[src/rtl/fp_normalize_round.sv]
// -----------------------------------------------------------------------------
// fp_normalize_round
// Post-adder stage of the FP32 add datapath. Takes the mantissa sum and
// carry-out from the CLA tree, normalizes it (one right shift on carry-out, or
// one left shift per cycle after cancellation), rounds to nearest-even and
// packs an IEEE-754 single. One operation in flight at a time.
//
// Parameters:
//   MANT_W  mantissa width including the hidden bit (default 24)
//   EXP_W   biased exponent width (default 8)
//
// Ports:
//   clk, rst                    clock, asynchronous active-high reset
//   in_valid / in_ready         input handshake (ready only in IDLE)
//   in_sign, in_exp, in_sum,
//   in_cout, in_grs             operand from the alignment/adder stages
//   out_valid / out_ready       output handshake; result held until taken
//   out_result                  packed {sign, exp, frac}
//   out_overflow                result rounded to +/-inf
//   out_underflow               nonzero input gave a subnormal or zero result
//
// Configuration macro:
//   FP_NORM_FLUSH_DENORM_EN     when defined, subnormal results flush to
//                               signed zero (underflow still flagged)
// -----------------------------------------------------------------------------
module fp_normalize_round #(
  parameter int MANT_W = 24,
  parameter int EXP_W  = 8
) (
  input  logic              clk,
  input  logic              rst,
  input  logic              in_valid,
  output logic              in_ready,
  input  logic              in_sign,
  input  logic [EXP_W-1:0]  in_exp,
  input  logic [MANT_W-1:0] in_sum,
  input  logic              in_cout,
  input  logic [2:0]        in_grs,
  output logic              out_valid,
  input  logic              out_ready,
  output logic [31:0]       out_result,
  output logic              out_overflow,
  output logic              out_underflow
);

  localparam int                FRAC_W   = MANT_W - 1;
  // Exponent is carried one bit wider so a round-up past EXP_MAX is visible.
  localparam logic [EXP_W:0]    EXP_MAX  = {1'b0, {EXP_W{1'b1}}};
  localparam logic [EXP_W:0]    EXP_ONE  = {{EXP_W{1'b0}}, 1'b1};
  localparam logic [MANT_W-1:0] MANT_ONE = {1'b1, {FRAC_W{1'b0}}};

  typedef enum logic [2:0] {
    S_IDLE,
    S_RSHIFT,
    S_LSHIFT,
    S_ROUND,
    S_DONE
  } state_t;

  state_t            state, state_nx;
  logic              sign, sign_nx;
  logic [MANT_W-1:0] m, m_nx;
  logic [EXP_W:0]    e, e_nx;
  logic              g, g_nx, r, r_nx, s, s_nx;
  logic [31:0]       res_nx;
  logic              ovf_nx, unf_nx;

  logic              up;
  logic [MANT_W:0]   m_sum;
  logic [MANT_W-1:0] m_rnd;
  logic [EXP_W:0]    e_rnd, exp_fld, e_inc, e_dec;
  logic              rnd_ovf, rnd_unf;
  logic [31:0]       rnd_res, inf_res;

  assign in_ready  = (state == S_IDLE) && !rst;
  assign out_valid = (state == S_DONE);

  assign e_inc   = e + EXP_ONE;
  assign e_dec   = e - EXP_ONE;
  assign inf_res = {sign, {EXP_W{1'b1}}, {FRAC_W{1'b0}}};

  // Round-to-nearest-even on the current {m, g, r, s} and pack the result.
  always_comb begin
    up    = g & (r | s | m[0]);
    m_sum = {1'b0, m} + {{MANT_W{1'b0}}, up};
    if (m_sum[MANT_W]) begin
      m_rnd = MANT_ONE;
      e_rnd = e_inc;
    end else begin
      m_rnd = m_sum[MANT_W-1:0];
      e_rnd = e;
    end
    // A subnormal that rounds up into the hidden bit becomes the smallest normal.
    exp_fld = (e_rnd == '0 && m_rnd[MANT_W-1]) ? EXP_ONE : e_rnd;
    rnd_ovf = (exp_fld >= EXP_MAX);
    rnd_unf = (exp_fld == '0);
    if (rnd_ovf) rnd_res = inf_res;
    else         rnd_res = {sign, exp_fld[EXP_W-1:0], m_rnd[FRAC_W-1:0]};
`ifdef FP_NORM_FLUSH_DENORM_EN
    if (rnd_unf && m_rnd[FRAC_W-1:0] != '0)
      rnd_res = {sign, {(EXP_W + FRAC_W){1'b0}}};
`else
`endif
  end

  always_comb begin
    // NOTE: every signal gets a default first so no path can infer a latch.
    state_nx = state;
    sign_nx  = sign;
    m_nx     = m;
    e_nx     = e;
    g_nx     = g;
    r_nx     = r;
    s_nx     = s;
    res_nx   = out_result;
    ovf_nx   = out_overflow;
    unf_nx   = out_underflow;

    unique case (state)
      S_IDLE: begin
        if (in_valid && in_ready) begin
          sign_nx = in_sign;
          m_nx    = in_sum;
          e_nx    = {1'b0, in_exp};
          {g_nx, r_nx, s_nx} = in_grs;
          if (!in_cout && in_sum == '0 && in_grs == 3'b000) begin
            res_nx   = '0;
            ovf_nx   = 1'b0;
            unf_nx   = 1'b0;
            state_nx = S_DONE;
          end else if (in_cout)        state_nx = S_RSHIFT;
          else if (in_sum[MANT_W-1])   state_nx = S_ROUND;
          else                         state_nx = S_LSHIFT;
        end
      end

      S_RSHIFT: begin
        m_nx = {1'b1, m[MANT_W-1:1]};
        g_nx = m[0];
        r_nx = g;
        s_nx = r | s;
        e_nx = e_inc;
        if (e_inc == EXP_MAX) begin
          res_nx   = inf_res;
          ovf_nx   = 1'b1;
          unf_nx   = 1'b0;
          state_nx = S_DONE;
        end else begin
          state_nx = S_ROUND;
        end
      end

      S_LSHIFT: begin
        if (m[MANT_W-1] || e == '0) begin
          state_nx = S_ROUND;
        end else if (e == EXP_ONE) begin
          e_nx     = '0;
          state_nx = S_ROUND;
        end else begin
          m_nx = {m[MANT_W-2:0], g};
          g_nx = r;
          r_nx = s;
          // Look at the bit that becomes the MSB so the final shift also
          // hands over to ROUND without an extra idle step.
          if (m[MANT_W-2]) begin
            e_nx     = e_dec;
            state_nx = S_ROUND;
          end else if (e_dec <= EXP_ONE) begin
            e_nx     = '0;
            state_nx = S_ROUND;
          end else begin
            e_nx = e_dec;
          end
        end
      end

      S_ROUND: begin
        m_nx     = m_rnd;
        e_nx     = e_rnd;
        res_nx   = rnd_res;
        ovf_nx   = rnd_ovf;
        unf_nx   = rnd_unf;
        state_nx = S_DONE;
      end

      S_DONE: begin
        if (out_ready) state_nx = S_IDLE;
      end

      default: state_nx = S_IDLE;
    endcase
  end

  always_ff @(posedge clk or posedge rst) begin
    if (rst) begin
      state         <= S_IDLE;
      sign          <= 1'b0;
      m             <= '0;
      e             <= '0;
      g             <= 1'b0;
      r             <= 1'b0;
      s             <= 1'b0;
      out_result    <= '0;
      out_overflow  <= 1'b0;
      out_underflow <= 1'b0;
    end else begin
      // NOTE: non-blocking so every register samples pre-edge values.
      state         <= state_nx;
      sign          <= sign_nx;
      m             <= m_nx;
      e             <= e_nx;
      g             <= g_nx;
      r             <= r_nx;
      s             <= s_nx;
      out_result    <= res_nx;
      out_overflow  <= ovf_nx;
      out_underflow <= unf_nx;
    end
  end

endmodule

[config.mk]
export PLATFORM = sky130hd
export DESIGN_NAME = fp_normalize_round
export DESIGN_NICKNAME = d
export VERILOG_FILES = /design/src/rtl/fp_normalize_round.sv
export SDC_FILE = /design/constraint.sdc
export NUM_CORES = 1
export LEC_CHECK = 0
export ABC_AREA = 1
export BUFFER_PORTS_ARGS = -buffer_cell sky130_fd_sc_hd__buf_2
export CORE_UTILIZATION = 25
export DETAILED_ROUTE_END_ITERATION = 12
export GPL_TIMING_DRIVEN = 1
export SYNTH_ARGS = -nofsm -noshare
export SYNTH_HDL_FRONTEND = slang
export SYNTH_SLANG_ARGS = --single-unit
[constraint.sdc]
create_clock -name clk -period 2.8 [get_ports clk]
set_clock_uncertainty 0.2 [all_clocks]
set_input_delay 0.14 -clock clk [delete_from_list [all_inputs] [get_ports clk]]
set_output_delay 0.14 -clock clk [all_outputs]
set_load 0.03 [all_outputs]
==> results.md <==
STA:
- The final setup TNS is 0 ns.
- In the finished design, the share of the clock period the worst path needs comes to slightly above 90%.
- The clock period minus final worst setup slack is approximately 2.6 ns.
- The relative max-transition margin is 47.5%.
- For the pin with the worst max-slew slack, the measured transition is just under 0.8 ns.
- The highest clock frequency the design can meet is between 300 and 400 MHz.
- The count of final hold-check violations was 0.
- The max-slew violation count was 0.
- Setup repair after global routing left no endpoint under its margin.
- Setup violations remaining at the end of the flow were counted as 0.

Drt:
- In this run, the number of DRC markers left after iteration 0 of detailed routing was a little over 500.
- Summed over all layers, the routed wires come to between 15 and 20 mm.
- After detailed routing, the number of vias per cell comes to 4.85.
- The routed via count is between 5000 and 6000.
- The remaining routing DRC violations is 0.
- In the final routed layout, each cell accounts on average for around 16 um.
- The remaining antenna violation count after routing is 0.
- The first-pass iteration count of the detailed router is 7.

Clocking:
- The buffer levels on the longest clock path is 2.
- Clock-pin slew was measured on the worst setup and hold paths at ~0.070 ns.
- The clock reaches the later pin of the worst-skew pair after 0.36 ns.
- The clock tree from TritonCTS is yes.
- The clock root buffer is sky130_fd_sc_hd__clkbuf_16.
- The number of buffers created by CTS is 9.
- The number of sinks handled by clock tree synthesis is 74.
- The total number of H-tree levels is 3.

Worst setup path:
- Walking the worst path, the cells encountered are ha_1, nand2_1, nor2_1, nand3_1, nand2_1, inv_1, nor2_1, nand2_1, nand2_1, nand4_1, inv_2, nand2_8, o21ai_0.
- The delay of the slowest cell on the worst path is 0.39 ns.
- In this run the worst setup path begins at e[0].
- The launch instance of the worst register-to-register path is e[0].
- At the worst endpoint, the required time is between 2 and 3 ns.
- The most used cell along the critical path is sky130_fd_sc_hd__nand2_1.
- Data arrives at the worst endpoint at 2.68 ns.
- The critical path start-end classification is reg2reg.
- The critical-path maximum fanout is 18.
- The total buffers and inverters traversed by the critical path is 2.
- The worst setup path is captured at a flip-flop.
- Among all stages on the critical path, the largest delay is contributed by sky130_fd_sc_hd__dfrtp_1.
- The cell family contributing the most delay on the critical path is simple AND/OR/NAND/NOR gates.
- The element type at the critical path start is a flip-flop.

Floorplanning:
- The number of placement rows is 53.
- The die area is 22000 sq um.
- The core area is 21000 sq um.
- The initial utilization of the core area, before any placement, comes to roughly a quarter.
- The vertical die dimension is roughly 150 um.
- Pin placement for this block handled between 70 and 80 I/O pins.
- The floorplan step set the die width to ~150 um.

Synth:
- Each instance of the synthesized netlist takes up on average between 6 and 7 sq um.
- The total nets after synthesis is 847.
- The synthesized design contains 74 register bits.
- By area the synthesized netlist is led by sky130_fd_sc_hd__dfrtp_1, sky130_fd_sc_hd__nand2_1, sky130_fd_sc_hd__nand3_1.
- Counting instances in the post-synthesis netlist gives the leading cell types as sky130_fd_sc_hd__nand2_1, sky130_fd_sc_hd__nor2_1, sky130_fd_sc_hd__inv_1.
- The warning count from the yosys run is 0.
- The number of distinct library cells after synthesis is between 40 and 50.
- Yosys mapped a number of flops with a built-in enable equal to 0.
- The flip-flop cell with the highest count after synthesis is sky130_fd_sc_hd__dfrtp_1.
- The top cell type by total area after synthesis is sky130_fd_sc_hd__dfrtp_1.
- Of all flip-flops after synthesis, the portion carrying an async set or reset was 100%.
- Summing every instance area after synthesis gives 5340 sq um.
- The post-synthesis cell count is 801.
- The most common cell in the netlist is sky130_fd_sc_hd__nand2_1.
- The top cell type by area accounts for between 30% and 40% of the synthesized area.
- After synthesis, flip-flops and latches occupy approximately 35% of the total area.

Global routing:
- The met2 track demand over resource in global routing is 26.7%.
- The global routing usage summed across all routing layers is around 17%.
- The met1 usage is 25.0%.
- The global routing stage identified its most utilized layer as met2.
- The largest net degree at the start of global routing is 75.
- The initial antenna violation count is 0.
- The number of global-route vias before repair is 5468.
- The aggregate global routing overflow is 0.
- Global routing used between 2 and 3% of the available met3 tracks.
- The global-route wire length before repair is 29.6 mm.

Final layout:
- With fillers left out, the area of the finished cells amounts to roughly 6800 sq um.
- The final layout contains around 970 nets.
- The sequential cell area is about 1900 sq um.
- Relative to the synthesized area, the layout overhead comes to 28.1%.
- In the final layout, the multi-input gates occupy roughly 3100 sq um.
- The number of fill cells is about 2400.
- 0 antenna diodes ended up in the layout.
- In the final layout, the share of cells above drive strength 1 is around a fifth.

Power and ir drop:
- The worst IR drop on VDD is around 0.0004 V.
- For this design the static power due to leakage is 3.36 nW.
- In this run the power density over the cells is 1150 nW/um^2.

Hold path:
- The min-delay analysis places its worst path in the category in2reg.
- The startpoint of the lowest-slack hold path is in_sum[7].

Placement:
- In this run the tool buffered the top-level ports with 76 buffer cells.
- The half-perimeter wire length of the detailed placement result is ~14 mm.
- Routability-driven placement finished with a final weighted congestion of roughly 0.96.
- In this run the cell area measured after placement is 6160 sq um.

Run:
- The tool flagged a number of max-cap violations equal to 0.

Status:
- The flow ran to the end, and the final reports show no timing, DRC or antenna violations.
-- flip-flops by register name, summed over array words and instances, names as in the netlist, 3 cells and up --
name	count
state	3
out_result	32
m	24
e	9
-- metal layers --
layer  up-vias  part of all wire (%)
met5         -                     0
met4         0                   1.5
met3        18                   6.6
met2       213                    43
met1      2727                    48
li1       2876                     -
-- tightest hold or removal path, delay by kind of cell --
family | cells | cell delay [ns]
simple gates | 1 | 0.10
buf+inv | 2 | 0.12
compound gates | 2 | 0.17
-- through the flow --
step	utilization (%)	std cells	hold slack [ns]	power, mW	setup slack [ns]
after floorplan	-	801	0.0905	4.99	0.460
after CTS	32.5	1201	0.00149	7.79	0.119
after detailed placement	29.4	1153	0.0931	6.40	0.132
final	32.7	1202	0.0122	7.87	0.188
after global placement	29.4	1153	0.0870	6.40	0.251
after global routing	32.7	1202	0.0320	8.49	0.0110
-- area by class of cell --
type                            instances  area share [%]
Clock buffer                           12            3.75
Timing Repair Buffer                  134            13.5
Tap cell                              275            5.03
Multi-Input combinational cell        612            44.6
Sequential cell                        74            27.1
Inverter                               91            4.99
Clock inverter                          4            1.08
-- kinds of logic after synthesis --
logic type | Yosys count | synth area share, %
fa+ha+maj | 5 | 1.17
buf+inv | 115 | 8.71
mux | 1 | 0.211
simple gates | 459 | 37.6
compound gates | 136 | 15.9
flops | 74 | 34.7
xor+xnor | 11 | 1.80
-- path summary, 6_finish.rpt --
path / slack (ns) / cells past startpoint / to
setup / recovery: 0.19 / 13 / out_result[4]
hold / removal: 0.01 / 5 / m[7]
setup reg to reg: 0.19 / 13 / out_result[4]
hold reg to reg: 0.27 / 2 / out_result[18]
max in group asynchronous: 1.80 / 4 / out_result[23]
min in group asynchronous: 0.23 / 4 / e[0]
-- repair_timing --
item                                    4_1_cts  5_1_grt
endpoints found under the hold margin       106        0
setup buffers                                 0        1
hold buffers                                 32        0
endpoints found under the setup margin        0       35
gates resized for setup                       0        6
-- power by group --
group / internal [mW] / switching [mW]
clock: 0.830 / 0.497
combinational: 1.44 / 3.11
sequential: 1.53 / 0.464
total: 3.80 / 4.07
-- placed cells by master, fill, tap and decap left out, drive strengths merged, types with 2 or more instances in the layout --
| master | synthesis | final |
|---|---|---|
| a21boi | 2 | 2 |
| a21oi | 16 | 16 |
| a221oi | 2 | 2 |
| a22oi | 2 | 2 |
| a31oi | 3 | 3 |
| buf | 11 | 102 |
| bufinv | 0 | 2 |
| clkbuf | 13 | 12 |
| clkinv | 1 | 3 |
| dfrtp | 74 | 74 |
| dlygate4sd3 | 0 | 32 |
| ha | 5 | 5 |
| inv | 90 | 90 |
| nand2 | 254 | 254 |
| nand3 | 75 | 75 |
| nand4 | 10 | 10 |
| nor2 | 99 | 99 |
| nor3 | 12 | 12 |
| nor3b | 2 | 2 |
| o2111ai | 4 | 4 |
| o211ai | 10 | 10 |
| o21ai | 75 | 75 |
| o221ai | 9 | 9 |
| o22ai | 9 | 9 |
| or2 | 5 | 5 |
| xor2 | 11 | 11 |
No activity file was read; power rests on OpenSTA's default activity.
